File: config.mk
export PLATFORM = sky130hd
export DESIGN_NAME = pipe_credit_drain
export DESIGN_NICKNAME = d
export VERILOG_FILES = /design/src/rtl/pipe_credit_drain.sv
export SDC_FILE = /design/constraint.sdc
export NUM_CORES = 1
export LEC_CHECK = 0
export ABC_CLOCK_PERIOD_IN_PS = 4620
export BUFFER_PORTS_ARGS = -buffer_cell sky130_fd_sc_hd__buf_2
export CAP_MARGIN = 20
export CELL_PAD_IN_SITES_DETAIL_PLACEMENT = 1
export CELL_PAD_IN_SITES_GLOBAL_PLACEMENT = 1
export CORE_AREA = 2 2 148 295
export DETAILED_ROUTE_END_ITERATION = 16
export DIE_AREA = 0 0 150 297
export PLACE_DENSITY = 0.81
export SLEW_MARGIN = 20
export SYNTH_ARGS = -nofsm -noshare
export SYNTH_HDL_FRONTEND = slang
export SYNTH_SLANG_ARGS = --single-unit
File: constraint.sdc
create_clock -name clk -period 4.62 [get_ports clk]
set_input_delay 0.231 -clock clk [delete_from_list [all_inputs] [get_ports clk]]
set_output_delay 0.231 -clock clk [all_outputs]
set_load 0.01 [all_outputs]
File: src/rtl/pipe_credit_drain.sv
// Credit-gated receiver for a fixed-latency delay line: tail words land in a FWFT FIFO.
// Arrival is visible one cycle after its edge; consumer backpressure is absorbed by withholding credits.
module pipe_credit_drain #(
  parameter int DATA  = 32,
  parameter int DEPTH = 16,
  parameter int CW    = $clog2(DEPTH + 1)
) (
  input  logic            clk,
  input  logic            reset,
  input  logic            issue_valid,
  output logic            issue_ok,
  input  logic            pipe_valid,
  input  logic [DATA-1:0] pipe_data,
  output logic            out_valid,
  input  logic            out_ready,
  output logic [DATA-1:0] out_data,
  output logic [CW-1:0]   count,
  output logic [CW-1:0]   inflight,
  output logic            err_overflow,
  output logic            err_unexpected
);

  localparam int            AW   = $clog2(DEPTH);
  localparam logic [CW-1:0] FULL = CW'(DEPTH);

  logic [DATA-1:0] mem_q [DEPTH];
  logic [AW-1:0]   wr_ptr_q, wr_ptr_d, rd_ptr_q, rd_ptr_d;
  logic [CW-1:0]   count_q, count_d, inflight_q, inflight_d, credits_q, credits_d;
  logic            err_ovf_q, err_ovf_d, err_unx_q, err_unx_d;
  logic            issue_fire, arrive, pop, wr_en;

  always_comb begin
    issue_fire = issue_valid && (credits_q != '0);
    arrive     = pipe_valid;
    pop        = out_ready && (count_q != '0);
    // A full FIFO still takes an arrival when the head leaves in the same cycle.
    wr_en      = arrive && ((count_q != FULL) || pop);

    count_d    = count_q + CW'(wr_en) - CW'(pop);
    inflight_d = inflight_q + CW'(issue_fire) - CW'(arrive && (inflight_q != '0));
    credits_d  = credits_q - CW'(issue_fire) + CW'(pop);
    wr_ptr_d   = wr_ptr_q + AW'(wr_en);
    rd_ptr_d   = rd_ptr_q + AW'(pop);
    err_ovf_d  = err_ovf_q | (arrive && !wr_en);
    err_unx_d  = err_unx_q | (arrive && (inflight_q == '0));
  end

  always_ff @(posedge clk) begin
    if (!reset) begin
      count_q    <= '0;
      inflight_q <= '0;
      credits_q  <= FULL;
      wr_ptr_q   <= '0;
      rd_ptr_q   <= '0;
      err_ovf_q  <= 1'b0;
      err_unx_q  <= 1'b0;
    end else begin
      count_q    <= count_d;
      inflight_q <= inflight_d;
      credits_q  <= credits_d;
      wr_ptr_q   <= wr_ptr_d;
      rd_ptr_q   <= rd_ptr_d;
      err_ovf_q  <= err_ovf_d;
      err_unx_q  <= err_unx_d;
    end
  end

  // Storage carries no reset; pointers alone define what is valid.
  always_ff @(posedge clk) begin
    if (wr_en) mem_q[wr_ptr_q] <= pipe_data;
  end

  assign issue_ok       = (credits_q != '0);
  assign out_valid      = (count_q != '0);
  assign out_data       = mem_q[rd_ptr_q];
  assign count          = count_q;
  assign inflight       = inflight_q;
  assign err_overflow   = err_ovf_q;
  assign err_unexpected = err_unx_q;

endmodule

==> flow_summary.yaml <==
sta:
  setup_viol: 0
  final_hold_viol_count: 0
  slew_headroom_pct: 35.4
  min_period_ns: 3.31
  fin_setup_tns_ns: 0
  tightest_slew_ns: 0.967
  timing.fmax_mhz: 303
  finalClockSkew_ns: 0.0511
  drv_slew: 0
  rsz0062_at_grt: "no"
  fin_crit_sh_pct: 71.5
  holdWs_ns: 0.0182
synthesis:
  yosys.area.top_type_share_pct: 74.7
  synth_edf_count: 512
  netlist_area_um2: 20600
  synth_cell_types: 34
  synthArstFlopShare_pct: 0
  synth.area.top_cells: "edfxtp_1 (75%), mux4_2 (14%), dfxtp_1 (2.4%)"
  avgSynthCellArea_um2: 21.6
  synth_ff_type: "edfxtp_1"
  ys_seq_area_share_pct: 77.2
  synth_area_leader_cell: "edfxtp_1"
  syn_nets: 1015
  syn_inst: 953
  ys_warn_count: 0
  ys_ff_latch: 537
run_status:
  status: "finished, final reports clean"
placed_design:
  gp_congestion: 0.777
  placed_area_um2: 21800
  dp_hpwl_um: 26700
  portBuffers: 82
detailed_routing:
  drt_first_iter_violations: 821
  drt_pass1_iterations: 5
  drt-wirelength-per-cell_um: 29.3
  ant_nets: 0
  finalWirelength_um: 48700
  viasPerCell: 6.12
  vias: 10200
  drc: 0
cts:
  cts-root-buf: "clkbuf_16"
  clkLatencyLatePin_ns: 0.61
  cts_inserted_buffers: 45
  h-tree-depth: 2
  clk_path_buf_depth: 3
  cts_tree: "yes"
  ctsResizeCount: 0
  cts.clk_slew.worst_paths_ns: 0.07
  clock-sinks: 537
job:
  maxCapViolations: 0
worst_setup_path:
  r2r_setup_slack_ns: 1.37
  r2r_cells: 15
  reg2reg_from: "count[3]"
  crit_type: "reg2out"
  r2r-end: "credits_q[4]"
  end_kind: "output pin"
  startpoint_type: "flop"
  path_max_fanout: 55
  crit_required_ns: 4.39
  crit_arrival_ns: 3.07
die:
  num_rows: 107
  dieArea_um2: 44600
  die_height_um: 297
  coreArea_um2: 42300
  die_w_um: 150
  io_pins: 83
  initial_utilization_pct: 48.6
cells_and_area:
  antenna_cells: 0
  fin_area_um2: 23600
  layout_commonest_cell: "edfxtp_1"
  mostFrequentLayoutCells: "edfxtp_1 (512), mux4_2 (128), buf_2 (82), a22oi_1 (64), clkbuf_16 (45)"
  area_delta_synth_final_pct: 14.5
  layout-drive-gt1-share_pct: 30.1
  utilization_pct: 55.7
  final_nets: 1141
global_routing:
  grt_use_total_pct: 22.4
  grt_pass1_wl_um: 72000
  grt_max_degree: 56
  grt_pass1_vias: 11200
  antenna_found_initial: 1
  grt-ovfl-total: 0
hold_path:
  hold_depth: 1
  holdCritPathClass: "in2reg"
  min_to: "mem_q[0][16]"
  hp-start: "pipe_data[16]"
pwr:
  vdd.ir_drop.worst_uv: 560
  p_total_w: 0.0121
  power.density_nw_per_um2: 515
  leakage_nw: 7.53
==> sequential cells by signal (all words and copies together) (netlist names) <==
register        count
inflight            5
mem_q             512
err_overflow        1
rd_ptr_q            4
count               5
credits_q           5
err_unexpected      1
wr_ptr_q            4
==> final cells by class <==
type	instances	area [um2]
repair buffers	126	846
clock inverters	33	404
multi-input cells	345	4500
clock buffers	50	1140
well taps	545	682
inverters	24	90.1
fillers	3708	18800
flip-flops and latches	537	15900
==> per-stage QoR <==
| step | cells | worst slack [ns] |
|---|---|---|
| after detailed placement | 1563 | 1.39 |
| final | 1660 | 1.31 |
| after floorplan | 953 | 0.0231 |
| after global placement | 1563 | 1.62 |
| after CTS | 1658 | 1.25 |
| after global routing | 1660 | 1.06 |
==> worst max-delay path by stage <==
stage                startpoint           end  slack [ns]  cells after the start
finish              rd_ptr_q[1]  out_data[23]        1.31                      5
global route        rd_ptr_q[0]  out_data[10]        1.06                      5
CTS                 rd_ptr_q[0]   out_data[5]        1.25                      5
detailed placement     count[2]  credits_q[4]        1.39                     15
global placement       count[3]  credits_q[4]        1.62                     15
floorplan              count[2]   mem_q[2][0]        0.02                      5
==> power breakdown <==
group	total (W)	switching [W]	internal (W)
clock	0.00400	0.00178	0.00222
sequential	0.00574	0.000235	0.00550
combinational	0.00238	0.00115	0.00123
==> cells in the mapped netlist (all sizes together), types with 4 or more instances <==
cell type / instances
a21oi: 7
a22oi: 64
and2: 11
buf: 28
clkbuf: 19
dfxtp: 25
edfxtp: 512
ha: 22
inv: 24
mux4: 128
nand2: 34
nand2b: 6
nor2: 19
nor2b: 4
nor3: 13
xnor2: 9
xor2: 4
==> metal layers <==
metal  GRT usage (%)  routed length, um  vias up
met5               0                  8        -
li1                -                  -     4191
met3            2.98               3120      136
met2            39.8              26600      499
met1            27.2              16900     5324
met4            9.64               2090        2
==> logic make-up (layout without fill, tap and decap cells) <==
kind of cell	Yosys count	count (layout)	synth area share, %
AOI/OAI and AO/OA	80	80	2.80
xor gates and xnor gates	13	13	0.553
adders and majority gates	25	25	1.63
buffers and inverters	71	233	1.55
DFF	537	537	77.2
muxes	128	128	14.0
and+or+nand+nor	99	99	2.30
==> critical path, cell delays in order (launching register included) <==
cell     delay [ns]
dfxtp_4        0.91
buf_4          0.54
mux4_2         0.38
a22oi_1        0.27
nand2_1        0.15
buf_2          0.17
==> repair_timing <==
item                                   in CTS  in global routing
buffers inserted                            0                  0
endpoints found under the hold margin     100                  0
hold buffers                               12                  0
No activity file was read; power rests on OpenSTA's default activity.
